## src/rtl/regfile_access_arbiter_pkg.sv

```systemverilog
// Shared types and constants for the register-file access arbiter.
// Holds the sequencer state encoding and the register-file mode values.
package regfile_access_arbiter_pkg;

    localparam int DEF_DATA_W = 32;
    localparam int DEF_ADDR_W = 5;

    localparam logic RF_MODE_READ  = 1'b0;
    localparam logic RF_MODE_WRITE = 1'b1;

    typedef enum logic [2:0] {
        IDLE     = 3'd0,
        W_SETUP  = 3'd1,
        W_STROBE = 3'd2,
        W_HOLD   = 3'd3,
        R_WAIT   = 3'd4,
        RESP     = 3'd5
    } arbState_e;

endpackage

```

## src/rtl/regfile_access_arbiter_rr_arbiter2.sv

```systemverilog
// Two-way round-robin grant: on a tie the requester other than the last winner is chosen.
// Purely combinational; the last pointer is owned by the caller.
module regfile_access_arbiter_rr_arbiter2 (
    input  logic valid0,
    input  logic valid1,
    input  logic last,
    output logic grant0,
    output logic grant1,
    output logic grantId
);

    always_comb begin
        grant0  = valid0 & (~valid1 | last);
        grant1  = valid1 & (~valid0 | ~last);
        grantId = grant1;
    end

endmodule

```

## src/rtl/regfile_access_arbiter.sv

```systemverilog
// Arbitrates two requesters onto the single mode-switched register-file port and
// sequences each access: write setup/strobe/hold, or read address settle then capture.
module regfile_access_arbiter
    import regfile_access_arbiter_pkg::*;
#(
    parameter int DATA_W    = DEF_DATA_W,
    parameter int ADDR_W    = DEF_ADDR_W,
    parameter int READ_WAIT = 1
) (
    input  logic              clk,
    input  logic              reset,
    input  logic              req0_valid,
    input  logic              req0_write,
    input  logic [ADDR_W-1:0] req0_addr,
    input  logic [DATA_W-1:0] req0_wdata,
    output logic              req0_ready,
    output logic              resp0_valid,
    output logic [DATA_W-1:0] resp0_rdata,
    input  logic              req1_valid,
    input  logic              req1_write,
    input  logic [ADDR_W-1:0] req1_addr,
    input  logic [DATA_W-1:0] req1_wdata,
    output logic              req1_ready,
    output logic              resp1_valid,
    output logic [DATA_W-1:0] resp1_rdata,
    output logic              rf_mode,
    output logic [ADDR_W-1:0] rf_write_addr,
    output logic [DATA_W-1:0] rf_write_value,
    output logic [ADDR_W-1:0] rf_read_addr,
    input  logic [DATA_W-1:0] rf_read_value,
    output logic              busy,
    output logic              grant_id
);

    localparam int CNT_W = (READ_WAIT > 1) ? $clog2(READ_WAIT) : 1;
    localparam logic [CNT_W-1:0] WAIT_LAST = CNT_W'(READ_WAIT - 1);

    arbState_e         state;
    arbState_e         stateNext;
    logic [CNT_W-1:0]  waitCnt;
    logic [CNT_W-1:0]  waitCntNext;
    logic              last;
    logic              grant0;
    logic              grant1;
    logic              arbId;
    logic              idle;
    logic              accept;
    logic              acceptWrite;
    logic [ADDR_W-1:0] acceptAddr;
    logic [DATA_W-1:0] acceptData;
    logic              enterResp;
    logic [DATA_W-1:0] capValue;

    regfile_access_arbiter_rr_arbiter2 uArb (
        .valid0  (req0_valid),
        .valid1  (req1_valid),
        .last    (last),
        .grant0  (grant0),
        .grant1  (grant1),
        .grantId (arbId)
    );

    // Ready is decoded from the registered state so a handshake completes in the same cycle.
    assign idle        = (state == IDLE);
    assign req0_ready  = idle & grant0;
    assign req1_ready  = idle & grant1;
    assign accept      = idle & (grant0 | grant1);
    assign acceptWrite = arbId ? req1_write : req0_write;
    assign acceptAddr  = arbId ? req1_addr  : req0_addr;
    assign acceptData  = arbId ? req1_wdata : req0_wdata;

    always_ff @(posedge clk or negedge reset) begin
        if (!reset) begin
            state   <= IDLE;
            waitCnt <= '0;
        end else begin
            state   <= stateNext;
            waitCnt <= waitCntNext;
        end
    end

    always_comb begin
        stateNext   = state;
        waitCntNext = waitCnt;
        case (state)
            IDLE: begin
                if (accept) begin
                    stateNext   = acceptWrite ? W_SETUP : R_WAIT;
                    waitCntNext = '0;
                end
            end
            W_SETUP:  stateNext = W_STROBE;
            W_STROBE: stateNext = W_HOLD;
            W_HOLD:   stateNext = RESP;
            R_WAIT: begin
                if (waitCnt == WAIT_LAST) stateNext = RESP;
                else                      waitCntNext = waitCnt + 1'b1;
            end
            RESP:     stateNext = IDLE;
            default:  stateNext = IDLE;
        endcase
    end

    // Read data is sampled on the edge leaving the final settle cycle; writes report zero.
    assign enterResp = (stateNext == RESP);
    assign capValue  = (state == R_WAIT) ? rf_read_value : '0;

    always_ff @(posedge clk or negedge reset) begin
        if (!reset) begin
            last           <= 1'b1;
            grant_id       <= 1'b0;
            busy           <= 1'b0;
            rf_mode        <= RF_MODE_READ;
            rf_write_addr  <= '0;
            rf_write_value <= '0;
            rf_read_addr   <= '0;
            resp0_valid    <= 1'b0;
            resp1_valid    <= 1'b0;
            resp0_rdata    <= '0;
            resp1_rdata    <= '0;
        end else begin
            busy        <= (stateNext != IDLE);
            rf_mode     <= (stateNext == W_STROBE) ? RF_MODE_WRITE : RF_MODE_READ;
            resp0_valid <= enterResp & ~grant_id;
            resp1_valid <= enterResp & grant_id;
            resp0_rdata <= (enterResp & ~grant_id) ? capValue : '0;
            resp1_rdata <= (enterResp & grant_id)  ? capValue : '0;
            if (accept) begin
                last     <= arbId;
                grant_id <= arbId;
                if (acceptWrite) begin
                    rf_write_addr  <= acceptAddr;
                    rf_write_value <= acceptData;
                end else begin
                    rf_read_addr   <= acceptAddr;
                end
            end
        end
    end

endmodule

```

## config.mk

```make
export PLATFORM = sky130hd
export DESIGN_NAME = regfile_access_arbiter
export DESIGN_NICKNAME = d
export VERILOG_FILES = /design/src/rtl/regfile_access_arbiter_pkg.sv /design/src/rtl/regfile_access_arbiter_rr_arbiter2.sv /design/src/rtl/regfile_access_arbiter.sv
export SDC_FILE = /design/constraint.sdc
export NUM_CORES = 1
export LEC_CHECK = 0
export ABC_AREA = 1
export BUFFER_PORTS_ARGS = -buffer_cell sky130_fd_sc_hd__buf_2
export CORE_MARGIN = 8
export CORE_UTILIZATION = 39
export DETAILED_ROUTE_END_ITERATION = 6
export HOLD_SLACK_MARGIN = 0.02
export PLACE_DENSITY_LB_ADDON = 0.15
export REMOVE_ABC_BUFFERS = 1
export SYNTH_ARGS = -nofsm -noshare
export SYNTH_HDL_FRONTEND = slang
export SYNTH_SLANG_ARGS = --single-unit
```

## constraint.sdc

```tcl
create_clock -name clk -period 2.95 [get_ports clk]
set_clock_uncertainty 0.05 [all_clocks]
set_input_delay 0.295 -clock clk [delete_from_list [all_inputs] [get_ports clk]]
set_output_delay 0.295 -clock clk [all_outputs]
set_load 0.1 [all_outputs]
```

==> impl_metrics.ini, run 1 <==
[detailed_routing]
drt_wl_total_mm = 13.97
first_iter_violations = 243
route.detailed.drc = 0
ant_nets = 0
firstDrtPassIters = 5
vias = 4380
vias_per_cell = 4.563
routedWlPerCell_um = 14.55

[layout]
fill_cells = 1189
multiInputGateArea_mm2 = 0.001488
finalNonFillerCells = 960
regArea_mm2 = 0.002879
area_delta_synth_final_pct = 37.04
final_nets = 891
num_antenna_cells = 0
drive_gt1_share_pct = 34.85

[clock_tree]
clk_path_buf_depth = 2
cts.sinks = 115
cts_tree = built
htree_levels = 4
clk_pin_slew_worst_paths_ns = 0.05
cts_setup_buffers = 0
cts_buffers = 17
clk_latency_ns = 0.42
root_buffer = clkbuf_16

[worst_setup_path]
required_ns = 3.19
critPathKind = reg2reg
worstPathMaxFanout = 38
worst_setup_path_start_kind = register
crit_arrival_ns = 2.65
cp-end-kind = register

[yosys]
yosysTopAreaCellShare_pct = 58.69
yosysTopAreaCell = dfrtp_1
synth_seq_area_share_pct = 59.23
synth_top_family_by_area = simple AND/OR/NAND/NOR gates
syn_area_per_cell_um2 = 8.680
synth_seq_cells = 115
synth_area_leaders = dfrtp_1 59%, nand2_1 16%, nand3_1 11%
synth_fa_ha_area_share_pct = 0
async_flop_share_pct = 100.0
syn_inst = 560
ys.flop_type = dfrtp_1
synth_compound_area_share_pct = 0.6950
yosys.area_share.simple_pct = 29.91
netlist_area_mm2 = 0.004861
ys_types = 21
synth_common_cells = 210 x nand2_1, 114 x dfrtp_1, 106 x nand3_1, 72 x inv_1, 17 x buf_2
synthMuxAreaShare_pct = 0
synth.most_common_cell = nand2_1
yosysWarnings = 0
synth_edf_count = 0
synthXorXnorAreaFrac_pct = 0

[global_routing]
grt_pass1_wl_mm = 22.07
grt_pass1_vias = 4445
antenna_found_initial = 0
grtUsageTotal_pct = 17.40
grt_overflow = 0
grt_max_degree = 65

[power]
peakVddDrop_uv = 900.9
p_leak_uw = 0.004383
cellPowerDensity_mw_per_mm2 = 1279
p_total_uw = 8521

[sta]
setup_violations = 0
period_needed_ns = 2.404
whs_ns = 0.05646
timing.final.crit_share_pct = 81.49
report.final.slew_viol_count = 0
fmax_mhz = 416.0
grt_setup_unrepaired = no
tightest_slew_ns = 0.8319
slew-limit-headroom_pct = 44.41
hold_viol_final = 0
setup_tns_ns = 0

[place]
io_buffers = 224
dp.cells = 927
hpwl_mm = 10.36
gp_congestion = 0.7729

[status]
status = finished, final reports clean

[floorplan]
start_util_pct = 40.13
fp.dieArea_mm2 = 0.01629
num_rows = 40
ios = 225
die_h_um = 127.6
coreArea_mm2 = 0.01211
die_width_um = 127.6

[flow_run]
maxCapViolations = 0

[hold_path]
hold_path_class = in2reg
[layout by cell type, fill, tap and decap left out, types with 2 or more instances in the layout]
cell type   count
clkbuf_16      17
clkinv_2        5
dfrtp_1       114
clkbuf_8        3
inv_1          72
nor2_4          6
clkbuf_1        2
bufinv_16       3
nand3_1       106
o21ai_0         2
clkinvlp_4      2
buf_2         223
nand2_2         2
inv_2           3
nor2_1          5
nand2_1       210
buf_4           7
[power by group]
| group | switching, uW | internal (uW) |
|---|---|---|
| sequential | 200 | 1960 |
| clock | 681 | 1380 |
| combinational | 3680 | 610 |
| total | 4570 | 3960 |
[critical path, stage by stage (launching register included)]
cell	delay [ns]
dfstp_2	0.52
nand2_1	0.34
nand2_1	0.20
buf_4	0.28
nand2_1	0.08
nand2_1	0.10
nand2_2	0.43
nand2_1	0.20
nand2_1	0.06
[registers in the layout, indices dropped and copies added, names as in the netlist]
register	flops
resp1_rdata	32
rf_write_addr	5
rf_read_addr	5
rf_write_value	32
state	3
resp0_rdata	32
rf_mode	1
busy	1
resp0_valid	1
last	1
grant_id	1
resp1_valid	1
[through the flow]
stage               cell area (um2)  utilization, %  setup slack [ns]
global placement               6047           49.93            0.6057
global route                   6661           55.00            0.3139
floorplan                      4648               -            0.1699
finish                         6661           55.00            0.5460
CTS                            6661           55.00            0.5177
detailed placement             6047           49.93            0.4954
[cell families (layout without fill, tap and decap cells)]
| kind of cell | Yosys count | count (layout) |
|---|---|---|
| AOI/OAI and AO/OA | 4 | 4 |
| and+or+nand+nor | 334 | 334 |
| DFF | 115 | 115 |
| buffers and inverters | 107 | 339 |
[final cells by class]
| cell class | instances | area share, % |
|---|---|---|
| clock buffers | 22 | 7.119 |
| clock inverters | 10 | 1.953 |
| multi-input cells | 338 | 22.33 |
| well taps | 168 | 3.156 |
| flip-flops and latches | 115 | 43.22 |
| inverters | 75 | 4.226 |
| repair buffers | 232 | 17.99 |
[timing repair]
| action | 4_1_cts | 5_1_grt |
|---|---|---|
| hold endpoints to repair | 40 | 0 |
| hold buffers | 1 | 0 |
| resized for setup | 0 | 0 |
[routing by layer]
layer	up-vias	part of all wire, %	GRT usage [%]
met5	-	0	0
met4	0	1.9	6.853
met3	20	7.2	7.321
met2	128	53	30.31
met1	2080	38	18.27
li1	2152	-	-
[path summary, 6_finish.rpt]
path | startpoint | endpoint | slack (ns) | depth (start not counted)
setup reg to reg | last | rf_write_value[24] | 0.55 | 8
max in group asynchronous | reset | last | 1.69 | 3
min in group asynchronous | reset | rf_write_value[25] | 0.36 | 2
hold reg to reg | rf_write_value[11] | rf_write_value[11] | 0.41 | 2
hold / removal | rf_read_value[26] | resp1_rdata[26] | 0.06 | 3
setup / recovery | last | rf_write_value[24] | 0.55 | 8
Note: power is estimated with default switching activity, not from simulation.
==> run 2: changes to the inputs <==
==> constraint.sdc (replaced) <==
create_clock -name clk -period 2.26 [get_ports clk]
set_clock_uncertainty 0.05 [all_clocks]
set_input_delay 0.226 -clock clk [delete_from_list [all_inputs] [get_ports clk]]
set_output_delay 0.226 -clock clk [all_outputs]
set_load 0.1 [all_outputs]
==> run 2 against run 1 <==
  * Design area is 6.6% higher
  * Die area stayed put
  * Sequential power is 31% higher
  * Count of clock-buffer cells in the layout stayed put
  * Critical endpoint is now req0_ready
==> impl_metrics.ini, run 2 (synthesized netlist as in run 1, its figures left out) <==
[status]
status = finished, final reports clean

[sta]
hold_viol_final = 0
timing.final.crit_share_pct = 90.38
whs_ns = 0.05026
grt_setup_unrepaired = no
report.final.slew_viol_count = 0
tightest_slew_ns = 0.5970
slew-limit-headroom_pct = 60.20
setup_violations = 0
fmax_mhz = 489.6
period_needed_ns = 2.042

[detailed_routing]
vias_per_cell = 4.557
route.detailed.drc = 0
first_iter_violations = 217
drt_wl_total_mm = 14.39
ant_nets = 0
vias = 4543
routedWlPerCell_um = 14.44
firstDrtPassIters = 4

[global_routing]
grtUsageTotal_pct = 18.21
grt_pass1_wl_mm = 23.07
antenna_found_initial = 0
grt_max_degree = 116
grt_overflow = 0
grt_pass1_vias = 4725

[layout]
layout_common_cells = 222 x buf_2, 210 x nand2_1, 114 x dfrtp_1
postLayoutCellArea_mm2 = 0.007104
drive_gt1_share_pct = 34.02
final_nets = 928
final_common_cell = buf_2
finalNonFillerCells = 997
reg_top3 = resp0_rdata (32), resp1_rdata (32), rf_write_value (32)
area_delta_synth_final_pct = 46.15
num_antenna_cells = 0

[worst_setup_path]
r2r-start = last
crit_arrival_ns = 1.77
cp_top_family = buffers and inverters
required_ns = 1.98
worstPathMaxFanout = 3
cp_slowest_cell = buf_2
r2r_cells = 8
critPathKind = reg2out
slowest_delay_ns = 0.43
reg2reg_slack_ns = 0.46
worst_setup_path_start_kind = register
path_cells = inv_1 > nand2_2 > nor2_4 > and3_1 > buf_2
cp-end-kind = output port
r2r-end = rf_write_value[16]
cp.buffers_inverters = 2

[floorplan]
die_width_um = 127.6
ios = 225
fp.dieArea_mm2 = 0.01629
start_util_pct = 40.13
die_h_um = 127.6
coreArea_mm2 = 0.01211
num_rows = 40

[clock_tree]
clk_path_buf_depth = 2
cts_resized = 0
cts_buffers = 17
cts_tree = built
cts.sinks = 115
cts_setup_buffers = 0
root_buffer = clkbuf_16
htree_levels = 4
clk_pin_slew_worst_paths_ns = 0.06
clk_latency_ns = 0.42

[place]
hpwl_mm = 10.28
postPlaceCellArea_mm2 = 0.006137
gp_congestion = 0.7928
dp.cells = 932
io_buffers = 224

[power]
cellPowerDensity_mw_per_mm2 = 1611
p_leak_uw = 0.004577
peakVddDrop_uv = 1206

[hold_path]
min_from = req0_wdata[5]
hold_path_class = in2reg
hold_depth = 5
hold_end = rf_write_value[5]

[flow_run]
maxCapViolations = 0
## run 2: cell count changes in the layout (fill, tap and decap cells not counted)
cell and delta:
bufinv_16 +1, clkinvlp_4 -1, clkbuf_1 -1, clkbuf_8 +1, buf_12 +4, dlygate4sd3_1 +32, buf_2 -1, buf_4 +2
## run 2: where the power goes
group          total (uW)  switching [uW]  internal [uW]
combinational        5770            4840            929
sequential           2830             267           2560
clock                2850             902           1950
total               11400            6010           5440
## run 2: area by class of cell
cell class | instances | area, um2
Timing Repair Buffer | 269 | 1609
Tap cell | 168 | 210.2
Fill cell | 1108 | 5007
Multi-Input combinational cell | 338 | 1488
Clock inverter | 10 | 152.6
Sequential cell | 115 | 2879
Inverter | 75 | 281.5
Clock buffer | 22 | 484.2
## run 2: worst max path at each step
stage	startpoint	end	slack, ns	cells after the start
3_3_place_gp	last	rf_write_value[25]	0.52	8
6_report	state[0]	req0_ready	0.22	5
5_1_grt	state[0]	req0_ready	0.12	5
2_1_floorplan	last	rf_write_addr[0]	-0.52	7
3_5_place_dp	last	rf_write_value[14]	0.46	8
4_1_cts	state[0]	req0_ready	0.19	5
## run 2: metal layers
layer	part of all wire (%)	routed length, um	up-vias	global-route usage [%]
met5	0	0	-	0
met4	3.0	430	0	9.371
met3	8.4	1210	28	7.238
met2	51	7343	159	30.34
met1	38	5409	2136	19.72
li1	-	-	2220	-
## run 2: worst register-to-register path: stages, from the launching register on
cell and delay [ns]:
dfstp_2 0.52, nand2_1 0.14, buf_4 0.23, nand3_1 0.08
nand2_1 0.08, nand2_2 0.30, buf_12 0.21, nand2_1 0.07
nand2_1 0.06
## run 2: repair_timing
item                                    4_1_cts  5_1_grt
endpoints found under the hold margin       178        0
hold buffers                                 33        0
endpoints found under the setup margin        0        0
## run 2: stage by stage
| stage | utilization (%) | total power, uW | setup TNS (ns) | setup slack, ns |
|---|---|---|---|---|
| after global placement | 50.67 | 8549 | 0 | 0.5243 |
| after detailed placement | 50.67 | 8611 | 0 | 0.4624 |
| final | 58.66 | 11440 | 0 | 0.2175 |
| after CTS | 58.66 | 11540 | 0 | 0.1906 |
| after floorplan | - | 7319 | -21.25 | -0.5201 |
| after global routing | 58.66 | 11950 | 0 | 0.1178 |
